`config.mk`:
```
export PLATFORM = sky130hd
export DESIGN_NAME = truth_table_scanner
export DESIGN_NICKNAME = d
export VERILOG_FILES = /design/src/rtl/truth_table_scanner.sv
export SDC_FILE = /design/constraint.sdc
export NUM_CORES = 1
export LEC_CHECK = 0
export ABC_AREA = 1
export CORE_UTILIZATION = 40
export DETAILED_ROUTE_END_ITERATION = 8
export SYNTH_ARGS = -nofsm -noshare
export SYNTH_HDL_FRONTEND = slang
export SYNTH_SLANG_ARGS = --single-unit
```
`constraint.sdc`:
```
create_clock -name clk -period 4.6 [get_ports clk]
set_input_delay 1.38 -clock clk [delete_from_list [all_inputs] [get_ports clk]]
set_output_delay 1.38 -clock clk [all_outputs]
set_load 0.05 [all_outputs]
```
`src/rtl/truth_table_scanner.sv`:
```
// truth_table_scanner
//   Walks a 4-input combinational block through all 16 input vectors
//   {a,b,c,d} (a = MSB) in ascending order. Each vector is held for
//   SETTLE_CYCLES clocks, then f is captured into a 16-bit truth table and
//   compared against EXPECTED.
//
//   Optional feature macro: TRUTH_TABLE_SCANNER_FIRST_FAIL_EN
//     defined   - first_fail / fail_valid report the lowest mismatching vector
//     undefined - first_fail = 0, fail_valid = 0, no registers built
//
// Ports
//   clk          rising-edge clock
//   rst          asynchronous reset, active-high
//   start        one-cycle scan request, honoured only in IDLE
//   f            response of the function under test
//   a,b,c,d      registered stimulus vector, a = MSB
//   busy         scan in progress (through the DONE cycle)
//   done         one-cycle completion pulse
//   pass         captured table equals EXPECTED
//   truth_tbl    captured table, bit i = f for vector i
//   mismatches   count of differing bits, 0..16
//   first_fail   lowest mismatching vector index
//   fail_valid   at least one mismatch captured
//
// state  | meaning
// IDLE   | stimulus at 0, waiting for start
// SETTLE | vector idx driven, settle counter running down
// SAMPLE | capture f for vector idx, advance or finish
// DONE   | publish pass, then return to IDLE
module truth_table_scanner #(
  parameter int unsigned SETTLE_CYCLES = 4,
  parameter logic [15:0] EXPECTED      = 16'h87B6
) (
  input  logic        clk,
  input  logic        rst,
  input  logic        start,
  input  logic        f,
  output logic        a,
  output logic        b,
  output logic        c,
  output logic        d,
  output logic        busy,
  output logic        done,
  output logic        pass,
  output logic [15:0] truth_tbl,
  output logic [4:0]  mismatches,
  output logic [3:0]  first_fail,
  output logic        fail_valid
);

  typedef enum logic [1:0] {S_IDLE, S_SETTLE, S_SAMPLE, S_DONE} state_t;

  localparam logic [7:0] SETTLE_LOAD = 8'(SETTLE_CYCLES - 1);

  state_t     state, state_nxt;
  logic [3:0] idx;
  logic [7:0] settle_cnt;
  logic       f_one, f_zero, f_miss, last_vec, accept;

  // An unknown f fails both equality tests, so it reads as 0 and always
  // counts as a mismatch regardless of the expected bit.
  always_comb begin
    f_one  = 1'b0;
    f_zero = 1'b0;
    if (f == 1'b1) f_one  = 1'b1;
    if (f == 1'b0) f_zero = 1'b1;
  end

  assign f_miss   = EXPECTED[idx] ? ~f_one : ~f_zero;
  assign last_vec = (idx == 4'd15);
  assign accept   = (state == S_IDLE) && start;

  // idx doubles as the stimulus register; it is 0 whenever the scanner is idle.
  assign {a, b, c, d} = idx;

  always_ff @(posedge clk or posedge rst) begin
    if (rst) state <= S_IDLE;
    else     state <= state_nxt;
  end

  always_comb begin
    state_nxt = state;
    case (state)
      S_IDLE:   if (start) state_nxt = S_SETTLE;
      S_SETTLE: if (settle_cnt == 8'd0) state_nxt = S_SAMPLE;
      S_SAMPLE: state_nxt = last_vec ? S_DONE : S_SETTLE;
      S_DONE:   state_nxt = S_IDLE;
      default:  state_nxt = S_IDLE;
    endcase
  end

  always_ff @(posedge clk or posedge rst) begin
    if (rst) begin
      idx        <= 4'd0;
      settle_cnt <= 8'd0;
      busy       <= 1'b0;
      done       <= 1'b0;
      pass       <= 1'b0;
      truth_tbl  <= 16'h0000;
      mismatches <= 5'd0;
    end else begin
      busy <= (state_nxt != S_IDLE);
      done <= (state == S_DONE);
      case (state)
        S_IDLE: begin
          if (start) begin
            idx        <= 4'd0;
            settle_cnt <= SETTLE_LOAD;
            truth_tbl  <= 16'h0000;
            mismatches <= 5'd0;
            pass       <= 1'b0;
          end
        end
        S_SETTLE: begin
          if (settle_cnt != 8'd0) settle_cnt <= settle_cnt - 8'd1;
        end
        S_SAMPLE: begin
          truth_tbl[idx] <= f_one;
          if (f_miss) mismatches <= mismatches + 5'd1;
          if (!last_vec) begin
            idx        <= idx + 4'd1;
            settle_cnt <= SETTLE_LOAD;
          end
        end
        S_DONE: begin
          // mismatches already includes the final sample here
          pass <= (mismatches == 5'd0);
          idx  <= 4'd0;
        end
        default: ;
      endcase
    end
  end

`ifdef TRUTH_TABLE_SCANNER_FIRST_FAIL_EN
  always_ff @(posedge clk or posedge rst) begin
    if (rst) begin
      first_fail <= 4'd0;
      fail_valid <= 1'b0;
    end else if (accept) begin
      first_fail <= 4'd0;
      fail_valid <= 1'b0;
    end else if ((state == S_SAMPLE) && f_miss && !fail_valid) begin
      first_fail <= idx;
      fail_valid <= 1'b1;
    end
  end
`else
  assign first_fail = 4'd0;
  assign fail_valid = 1'b0;
`endif

endmodule

```
After elaboration in Yosys (flattened, before gate mapping). Memory sizes are Yosys's and may differ from the RTL's. Cells that the tools add are included.

Input port bits: 4. Memories kept: 1. Bits in registers: 38. Memory bits (read-only): 16.

Eq/ne operators: 8. Muxes and demuxes: 24. Reductions and logical operators: 15. $add $sub $neg: 3. Order comparisons: 2. Bitwise gates (word level): 1.

Memories: (no name shown) (depth 16, width 1, read ports 1, clocked after memory_dff 0, write ports 0, RTL line 69) `assign f_miss = EXPECTED[idx] ? ~f_one : ~f_zero;`.

Operators with widths (count): case mux 16 bit (2 select lines) (1); two-way mux 8 bit (3); case mux 8 bit (3 select lines) (1); bitwise mux 16 bit (1); two-way mux 16 bit (1); case mux 4 bit (3 select lines) (1); two-way mux 5 bit (2); case mux 5 bit (2 select lines) (1); logical NOT 8 bit (1); two-way mux 4 bit (2); inequality test 2 bit (second input constant) (4); case mux 2 bit (4 select lines) (1); nonzero test 8 bit (1); subtractor 8 x 1 -> 8 bit (second input constant) (1); two-way mux 2 bit (3); AND reduction 3 bit (2); nonzero test 2 bit (3); nonzero test 3 bit (2); adder 5 x 1 -> 5 bit (second input constant) (1); logical NOT 5 bit (1); < comparator 4 x 5 -> 1 bit (second input constant) (1); two-way mux 1 bit (5); adder 4 x 1 -> 4 bit (second input constant) (1); demux 1 bit (select 4 bit) (1); 10 further kinds (12).

Logic depth before layout (Yosys ltp). Gate-level depths: netlist of run 1.

Depth after elaboration: 6. Gate-level depth with buffers: 10. Depth with buffers taken out: 10.

Worst setup path before layout of run 1. OpenSTA, ideal clock, no wires.

Kind: register -> output. Start: reg idx[1]. End: out c. Path slack: 2.535 ns. Buffers on the path: 0. Cell stages (with the launch flop): 1. Required time: 3.220 ns. Arrival: 0.685 ns. Cell sequence: dfrtp_1.

RTL lines: from (decl) (RTL line 56) `logic [3:0] idx;`; from (signal assigned) (RTL line 121) `idx <= idx + 4'd1;`; to (decl) (RTL line 40) `output logic c,`.

No word-level cell between the ends.

Worst setup path after layout of run 1.
Start: reg idx[2]. End: out b.

RTL lines: to (decl) (RTL line 39) `output logic b,`.

No word-level cell between the ends.

==> results of run 1 <==
[flip-flops by register name, summed over array words and instances, names as in the netlist]
register    count
pass            1
truth_tbl      16
idx             4
busy            1
mismatches      5
done            1
state           2
settle_cnt      8
[worst max path at each step]
stage                       start                         to  depth (start not counted)
2_1_floorplan                 rst             busy$_DFF_PP0_                          1
3_3_place_gp                start  mismatches[0]$_DFFE_PP0P_                          5
3_5_place_dp                start  mismatches[1]$_DFFE_PP0P_                          5
4_1_cts        idx[2]$_DFFE_PP0P_                          b                          1
5_1_grt        idx[2]$_DFFE_PP0P_                          b                          1
6_report       idx[2]$_DFFE_PP0P_                          b                          1
[layout make-up]
| type | instances | area [sq um] |
|---|---|---|
| flip-flops and latches | 38 | 951 |
| repair buffers | 32 | 318 |
| inverters | 33 | 124 |
| fillers | 517 | 2530 |
| multi-input cells | 194 | 983 |
| well taps | 70 | 87.6 |
| clock buffers | 8 | 110 |
[cell usage after synthesis]
library cell / number
xor2_1: 2
inv_2: 1
o31ai_1: 1
buf_1: 1
o21ai_1: 11
nand2_1: 72
ha_1: 9
nand2_2: 1
buf_4: 6
o21a_1: 1
inv_1: 32
buf_2: 5
nor2_2: 2
a21oi_1: 3
nor3_1: 2
o21ai_0: 11
o22ai_1: 5
nor2_1: 29
xnor2_1: 2
nand3_2: 2
or2_1: 1
conb_1: 1
o211ai_1: 9
buf_6: 1
dfrtp_1: 38
nor2_4: 1
nand4_1: 6
nand3_1: 19
[routing by layer]
layer | vias to the layer above | GRT usage (%) | wire [um]
met4 | 0 | 9.01 | 102
met5 | - | 0 | 0
li1 | 937 | - | -
met1 | 821 | 23.7 | 2160
met3 | 9 | 4.28 | 199
met2 | 42 | 29.4 | 2060
[metrics by stage]
stage | setup slack [ns] | utilization, % | hold WS [ns]
after floorplan | 2.36 | - | 0.459
after global placement | 1.69 | 48.2 | 0.475
after detailed placement | 1.67 | 48.2 | 0.485
after CTS | 1.48 | 50.4 | 0.504
after global routing | 1.42 | 50.4 | 0.532
final | 1.49 | 50.4 | 0.503
[power by group through the flow]
| stage | combinational [mW] | clock [mW] | sequential [mW] |
|---|---|---|---|
| final | 0.616 | 0.269 | 0.477 |
| after floorplan | 0.334 | 0 | 0.620 |
| after global placement | 0.615 | 0 | 0.484 |
| after detailed placement | 0.620 | 0 | 0.482 |
| after global routing | 0.689 | 0.292 | 0.488 |
| after CTS | 0.623 | 0.279 | 0.477 |
[logic make-up after synthesis]
family,count (synthesis)
simple gates,135
buf+inv,46
compound gates,41
flops,38
fa+ha+maj,9
xor+xnor,4
other cells,1
==> results.yml, run 1 <==
synthesis:
  synthAdderAreaFrac_pct: 5.29
  synth_compound_area_share_pct: 11.2
  synth_cell_type_count: 28
  synth_area_leaders: "dfrtp_1 (45%), nand2_1 (13%), inv_1 (5.6%), ha_1 (5.3%), nor2_1 (5.1%)"
  synth-seq-cells: 38
  synth_seq_area_share_pct: 44.7
  syn_area_sq_mm: 0.00213
  synth_xor_area_share_pct: 1.65
  ys_warn_count: 0
  avgSynthCellArea_sq_um: 7.77
  syn_inst: 274
  synth_mux_area_share_pct: 0
  synth-simple-area-share_pct: 27.2
  synth.largest_area_cell: "dfrtp_1"
  synth_top_area_share_pct: 44.7
  synth_top_family_by_area: "simple AND/OR/NAND/NOR gates"
power_and_ir_drop:
  power_mw: 1.36
  p_leak_nw: 1.22
  power.density_mw_per_mm2: 529
  peakVddDrop_uv: 190
  pwr-share-clk_pct: 19.8
  power_frac_seq_pct: 35.0
  p_switching_mw: 0.594
  intPower_mw: 0.768
  pwr-share-comb_pct: 45.2
  switching_share_pct: 43.6
routing:
  vias: 1809
  via_per_inst: 4.82
  first_pass_iters: 4
  drtIter0Drc: 120
  ant_nets: 0
  drc: 0
  wl_mm: 4.52
  detail_route.wl_per_cell_um: 12.0
setup_path:
  cp.required_ns: 3.22
  r2r_end: "mismatches[3]$_DFFE_PP0P_"
  path_delay_family: "buffers and inverters"
  path_cells: "clkdlybuf4s50_1"
  r2r_cells: 8
  critPathMaxStageDelay_ns: 0.88
  reg2reg_from: "idx[1]$_DFFE_PP0P_"
  crit_path_end_kind: "output port"
  critPathLaunchType: "register"
  r2r_setup_slack_ns: 2.74
  path_class: "reg2out"
  worst-path-max-fanout: 12
  cp.arrival_ns: 1.73
  critPathBufInv: 1
  slowest_stage: "clkdlybuf4s50_1"
flow_run:
  max-cap-violations: 0
sta:
  fin_crit_sh_pct: 67.6
  final-hold-violation-count: 0
  max_freq_mhz: 322
  skew_ns: 0.00582
  layout_min_cycle_time_ns: 3.11
  rsz0062_at_grt: "no"
  worst_pin_slew_ns: 0.780
  tns_ns: 0
  slew_viol_final: 0
  relSlewSlack_pct: 47.9
  setup_viol: 0
clock_network:
  h-tree-depth: 2
  cts_buffer_depth: 2
  cts_root_buffer: "clkbuf_8"
  clk_pin_slew_ns: 0.07
  cts_tree: "built"
  cts-resized-gates: 0
  cts_setup_buffers: 0
  cts-buffers-inserted: 5
  insertion_delay_ns: 0.29
  cts_hold_buf: 0
  clkSinkCount: 38
min_path:
  worstHoldPathCells: 2
  whs_endpoint: "settle_cnt[1]$_DFFE_PP0P_"
  min_path_type: "reg2reg"
  holdCritStartpoint: "settle_cnt[1]$_DFFE_PP0P_"
placement:
  place_area_sq_mm: 0.00246
  dpl.hpwl_mm: 3.13
  portBuffers: 31
  place_inst: 367
  gp_congestion: 0.828
floorplanning:
  core_sq_mm: 0.00511
  die_w_um: 74.9
  start_util_pct: 41.7
  die-area_sq_mm: 0.00562
  ioPinCount: 37
  die_y_um: 74.9
  row_count: 26
finish:
  fin_nets: 317
  final_cells: 375
  final_cell_mix: "nand2_1 (72), dfrtp_1 (38), inv_1 (32)"
  diodes: 0
  syn_to_final_growth_pct: 20.9
  fin_area_sq_mm: 0.00257
  final_layout_size_suffix_gt1_share_pct: 5.25
  final_common_cell: "nand2_1"
global_routing:
  first_global_vias: 1688
  grt.total_usage_pct: 18.5
  grt_max_degree: 39
  antenna_found_initial: 0
  grt-ovfl-total: 0
  grt_pass1_wl_mm: 7.74
status:
  status: "finished clean"
(Power assumes the default switching activity.)
==> run 2: changes to the inputs <==
==> constraint.sdc (replaced) <==
create_clock -name clk -period 3 [get_ports clk]
set_input_delay 0.9 -clock clk [delete_from_list [all_inputs] [get_ports clk]]
set_output_delay 0.9 -clock clk [all_outputs]
set_load 0.05 [all_outputs]
==> run 2 against run 1 <==
Worst setup slack worse by 1.1 ns; first-iteration DRC count stayed put; hold slack better by 0.0010 ns; combinational power is 54% higher; power is 55% higher; non-clock buffer count stayed put.
==> results.yml, run 2 (same netlist as run 1, synthesis figures left out) <==
finish:
  largest_reg_flops: 16
  final_cells: 375
  fin_nets: 317
  final_layout_size_suffix_gt1_share_pct: 5.25
  fin_area_sq_mm: 0.00257
  regMostFlops: "truth_tbl"
  syn_to_final_growth_pct: 20.9
  final_common_cell: "nand2_1"
  diodes: 0
  final_cell_mix: "nand2_1 (72), dfrtp_1 (38), inv_1 (32)"
  fillerInstances: 510
  reg_top3: "truth_tbl x16, settle_cnt x8, mismatches x5"
placement:
  place_inst: 367
  dpl.hpwl_mm: 3.15
  gp_congestion: 0.828
  place_ws_ns: 0.534
  place_area_sq_mm: 0.00246
  portBuffers: 31
setup_path:
  critPathMaxStageDelay_ns: 0.87
  slowest_stage: "clkdlybuf4s50_1"
  path_class: "reg2out"
  worst-path-max-fanout: 12
  path_delay_family: "buffers and inverters"
  critPathBufInv: 1
  critPathLaunchType: "register"
  cp.required_ns: 2.10
  cp.arrival_ns: 1.73
  crit_path_end_kind: "output port"
  path_cells: "clkdlybuf4s50_1"
routing:
  first_pass_iters: 4
  vias: 1796
  routed.top_layer: "met4"
  via_per_inst: 4.79
  wl_met3_um: 197
  drtIter0Drc: 120
  wl_met2_mm: 2.10
  wl_met1_mm: 2.27
  detail_route.wl_per_cell_um: 12.3
  drc: 0
  ant_nets: 0
  wl_mm: 4.62
sta:
  fin_crit_sh_pct: 87.7
  worst_pin_slew_ns: 0.792
  max_freq_mhz: 380
  relSlewSlack_pct: 47.1
  skew_ns: 0.00537
  timing.hold.ws_ns: 0.504
  setup_viol: 0
  final-hold-violation-count: 0
  slew_viol_final: 0
  worst_slack_ns: 0.370
  rsz0062_at_grt: "no"
  tns_ns: 0
  layout_min_cycle_time_ns: 2.63
clock_network:
  cts_hold_buf: 0
  cts_root_buffer: "clkbuf_8"
  cts-buffers-inserted: 5
  clk_pin_slew_ns: 0.08
  cts_buffer_depth: 2
  cts_setup_buffers: 0
  insertion_delay_ns: 0.29
  cts-resized-gates: 0
  h-tree-depth: 2
  clkSinkCount: 38
  cts_tree: "built"
floorplanning:
  row_count: 26
  start_util_pct: 41.7
  ioPinCount: 37
  die_w_um: 74.9
  die_y_um: 74.9
  die-area_sq_mm: 0.00562
  core_sq_mm: 0.00511
global_routing:
  grt.total_usage_pct: 18.7
  first_global_vias: 1684
  antenna_found_initial: 0
  grt-ovfl-total: 0
  grt_pass1_wl_mm: 7.89
  grt_max_degree: 39
min_path:
  min_path_type: "reg2reg"
power_and_ir_drop:
  p_leak_nw: 1.22
  peakVddDrop_uv: 353
  power.density_mw_per_mm2: 822
status:
  status: "finished clean"
flow_run:
  max-cap-violations: 0
[run 2: cell types whose count changed in the layout (fill, tap and decap cells not counted)]
cell / change
clkinv_2: +2
clkbuf_8: -3
bufinv_16: +1
[run 2: power by group]
group	total (mW)	internal, mW	switching, mW
combinational	0.951	0.308	0.643
sequential	0.731	0.637	0.0938
clock	0.433	0.245	0.188
[run 2: final timing paths]
| check | startpoint | to | slack, ns | depth (start not counted) |
|---|---|---|---|---|
| setup reg to reg | idx[0]$_DFFE_PP0P_ | mismatches[3]$_DFFE_PP0P_ | 1.14 | 9 |
| min in group asynchronous | rst | truth_tbl[4]$_DFFE_PP0P_ | 1.01 | 3 |
| hold / removal | settle_cnt[1]$_DFFE_PP0P_ | settle_cnt[1]$_DFFE_PP0P_ | 0.50 | 2 |
| max in group asynchronous | rst | mismatches[0]$_DFFE_PP0P_ | 1.65 | 3 |
| hold reg to reg | settle_cnt[1]$_DFFE_PP0P_ | settle_cnt[1]$_DFFE_PP0P_ | 0.50 | 2 |
| setup / recovery | idx[2]$_DFFE_PP0P_ | b | 0.37 | 1 |
[run 2: routing by layer]
| layer | GRT usage (%) | vias up |
|---|---|---|
| li1 | - | 932 |
| met1 | 25.0 | 816 |
| met2 | 29.9 | 44 |
| met3 | 4.42 | 4 |
| met4 | 6.50 | 0 |
| met5 | 0 | - |
[run 2: area by class of cell]
cell class / instances / area, sq um / share of cell area (%)
clock buffer: 5 / 68.8 / 2.68
clock inverter: 3 / 40.0 / 1.56
inverter: 33 / 124 / 4.82
multi-input combinational: 194 / 983 / 38.2
sequential: 38 / 951 / 37.0
tap: 70 / 87.6 / 3.40
timing repair buffer: 32 / 318 / 12.4
[run 2: worst register-to-register path: stages (launching register included)]
cell	delay, ns
dfrtp_1	0.46
inv_1	0.14
ha_1	0.30
nand2_1	0.07
o21ai_0	0.08
nand2_1	0.09
nand3_1	0.25
nand3_2	0.19
nand2_1	0.11
nand2_1	0.05
[run 2: per-stage QoR]
| step | total power, mW | util (%) |
|---|---|---|
| after floorplan | 1.46 | - |
| after global placement | 1.69 | 48.2 |
| after CTS | 2.14 | 50.4 |
| after detailed placement | 1.69 | 48.2 |
| after global routing | 2.28 | 50.4 |
| final | 2.11 | 50.4 |
==> run 3: changes to the inputs <==
--- a/config.mk
+++ b/config.mk
@@ -8,6 +8,7 @@
 export ABC_AREA = 1
 export CORE_UTILIZATION = 40
 export DETAILED_ROUTE_END_ITERATION = 8
+export SETUP_SLACK_MARGIN = 0.02
 export SYNTH_ARGS = -nofsm -noshare
 export SYNTH_HDL_FRONTEND = slang
 export SYNTH_SLANG_ARGS = --single-unit
==> results of run 3 <==
The final DEF is identical to that of run 2; final timing and power are the same.
==> RTL edit: new RTL, flow settings as in run 2 <==
The output `busy` loses its register stage (`busy` becomes a continuous assignment). Comments in the files are not updated.
--- a/src/rtl/truth_table_scanner.sv
+++ b/src/rtl/truth_table_scanner.sv
@@ -94,5 +94,4 @@
       idx        <= 4'd0;
       settle_cnt <= 8'd0;
-      busy       <= 1'b0;
       done       <= 1'b0;
       pass       <= 1'b0;
@@ -100,5 +99,4 @@
       mismatches <= 5'd0;
     end else begin
-      busy <= (state_nxt != S_IDLE);
       done <= (state == S_DONE);
       case (state)
@@ -133,4 +131,6 @@
   end
 
+  assign busy = (state_nxt != S_IDLE);
+
 `ifdef TRUTH_TABLE_SCANNER_FIRST_FAIL_EN
   always_ff @(posedge clk or posedge rst) begin
Function: changed (Yosys sat finds a counterexample within 4 cycles, from zero or initial values and one cycle with rst high).
==> RTL edit against run 2 <==
- final area shrank 0.39%
- routed wire length shrank 4.6%
- clock power shrank 5.1%
- via count shrank 0.22%
- power shrank 1.3%
- worst setup slack lost 0.19 ns
- synthesized area shrank 1.2%
- sequential cell count shrank 1
- sequential power shrank 3.0%
- maximum frequency shrank 6.8%
==> RTL edit: results (changes against run 2) <==
final wirelength 4.41 mm (was 4.62 mm); Starting DRT DRC Count 75 (was 120); sequential area share after synthesis 44.0% (was 44.7%); clock skew 0.00887 ns (was 0.00537 ns); Post-CTS Resized 0 (unchanged); Min-Delay Path Class reg2reg (unchanged); RePlAce Congestion 0.798 (was 0.828); clock-pin slew on the worst setup and hold paths roughly 0.070 ns; HPWL Detailed 3.06 mm (was 3.15 mm); Filler cells 501 (was 510); vias 1792 (was 1796); maximum VDD drop 295 uV (was 353 uV); largest net degree at the start of global routing 38 (was 39); Longest Clk Path Bufs 2 (unchanged); Post-DP Area 2460 um2 (about the same); clk_lat worst skew ~0.28 ns; vias in the first global route 1672 (was 1684); Slew @ Worst Pin 0.514 ns (was 0.792 ns); leakage power 1.22 nW (about the same); Setup Fix Bufs, Post-CTS 0 (unchanged); Total Nets Final 319 (was 317); pre-CTS WS 0.171 ns (was 0.534 ns); gr usage total 17.9% (was 18.7%); PD cells 814 nW/um2 (was 822 nW/um2); status finished clean (unchanged); fraction of registers with async set or reset after synthesis 100% (unchanged); number of diodes 0 (unchanged); Worst Path Arrival 1.92 ns (was 1.73 ns); layout cell share with drive strength beyond 1 6.21% (was 5.25%); Synth area leaders dfrtp_1, nand2_1, inv_1, ha_1, nor2_1 (unchanged); CP Max Fanout 2 (was 12); Synth top cells by count nand2_1, dfrtp_1, inv_1 (unchanged); first-pass GRT wire length 7.53 mm (was 7.89 mm)
[RTL edit: path summary, 6_finish.rpt]
kind / from / to / slack, ns / depth (start not counted)
max in group asynchronous: rst / truth_tbl[10]$_DFFE_PP0P_ / 1.63 / 3
worst max register to register: idx[1]$_DFFE_PP0P_ / mismatches[2]$_DFFE_PP0P_ / 1.16 / 8
min in group asynchronous: rst / idx[2]$_DFFE_PP0P_ / 1.04 / 3
worst min register to register: settle_cnt[1]$_DFFE_PP0P_ / settle_cnt[1]$_DFFE_PP0P_ / 0.50 / 2
worst min-delay path: settle_cnt[1]$_DFFE_PP0P_ / settle_cnt[1]$_DFFE_PP0P_ / 0.50 / 2
worst max-delay path: start / busy / 0.18 / 5
[RTL edit: cell type report]
| type | count | area share, % |
|---|---|---|
| clock inverters | 2 | 1.37 |
| multi-input cells | 194 | 38.4 |
| well taps | 70 | 3.42 |
| clock buffers | 5 | 2.69 |
| inverters | 33 | 4.83 |
| flip-flops and latches | 37 | 36.1 |
| repair buffers | 35 | 13.2 |
[RTL edit: logic make-up (layout without fill, tap and decap cells)]
kind of cell               count (synthesis)  count (layout)  synth area share (%)
other                                      1               5                 0.178
and+or+nand+nor                          135             135                  27.5
xor gates and xnor gates                   4               4                  1.67
AOI/OAI and AO/OA                         41              41                  11.4
buffers and inverters                     46              75                  9.93
adders and majority gates                  9               9                  5.35
DFF                                       37              37                  44.0
[RTL edit: layer usage]
layer | routed length [um] | part of all wire, % | up-vias | global-route usage, %
li1 | - | - | 936 | -
met3 | 219 | 5.0 | 5 | 5.01
met5 | 0 | 0 | - | 0
met1 | 2160 | 49 | 813 | 24.0
met2 | 1980 | 45 | 38 | 27.8
met4 | 45 | 1.0 | 0 | 5.66
[RTL edit: power breakdown]
group	internal, mW	switching [mW]
combinational	0.316	0.651
sequential	0.617	0.0917
clock	0.241	0.169
[RTL edit: stage by stage]
stage	util (%)	std cells
after detailed placement	48.4	369
after floorplan	-	277
after global placement	48.4	369
after global routing	50.5	376
final	50.5	376
after CTS	50.5	376
[RTL edit: worst max-delay path: stages]
cell,delay [ns]
clkdlybuf4s50_1,0.42
nor2_1,0.14
nor2_1,0.07
or2_1,0.20
buf_4,0.19
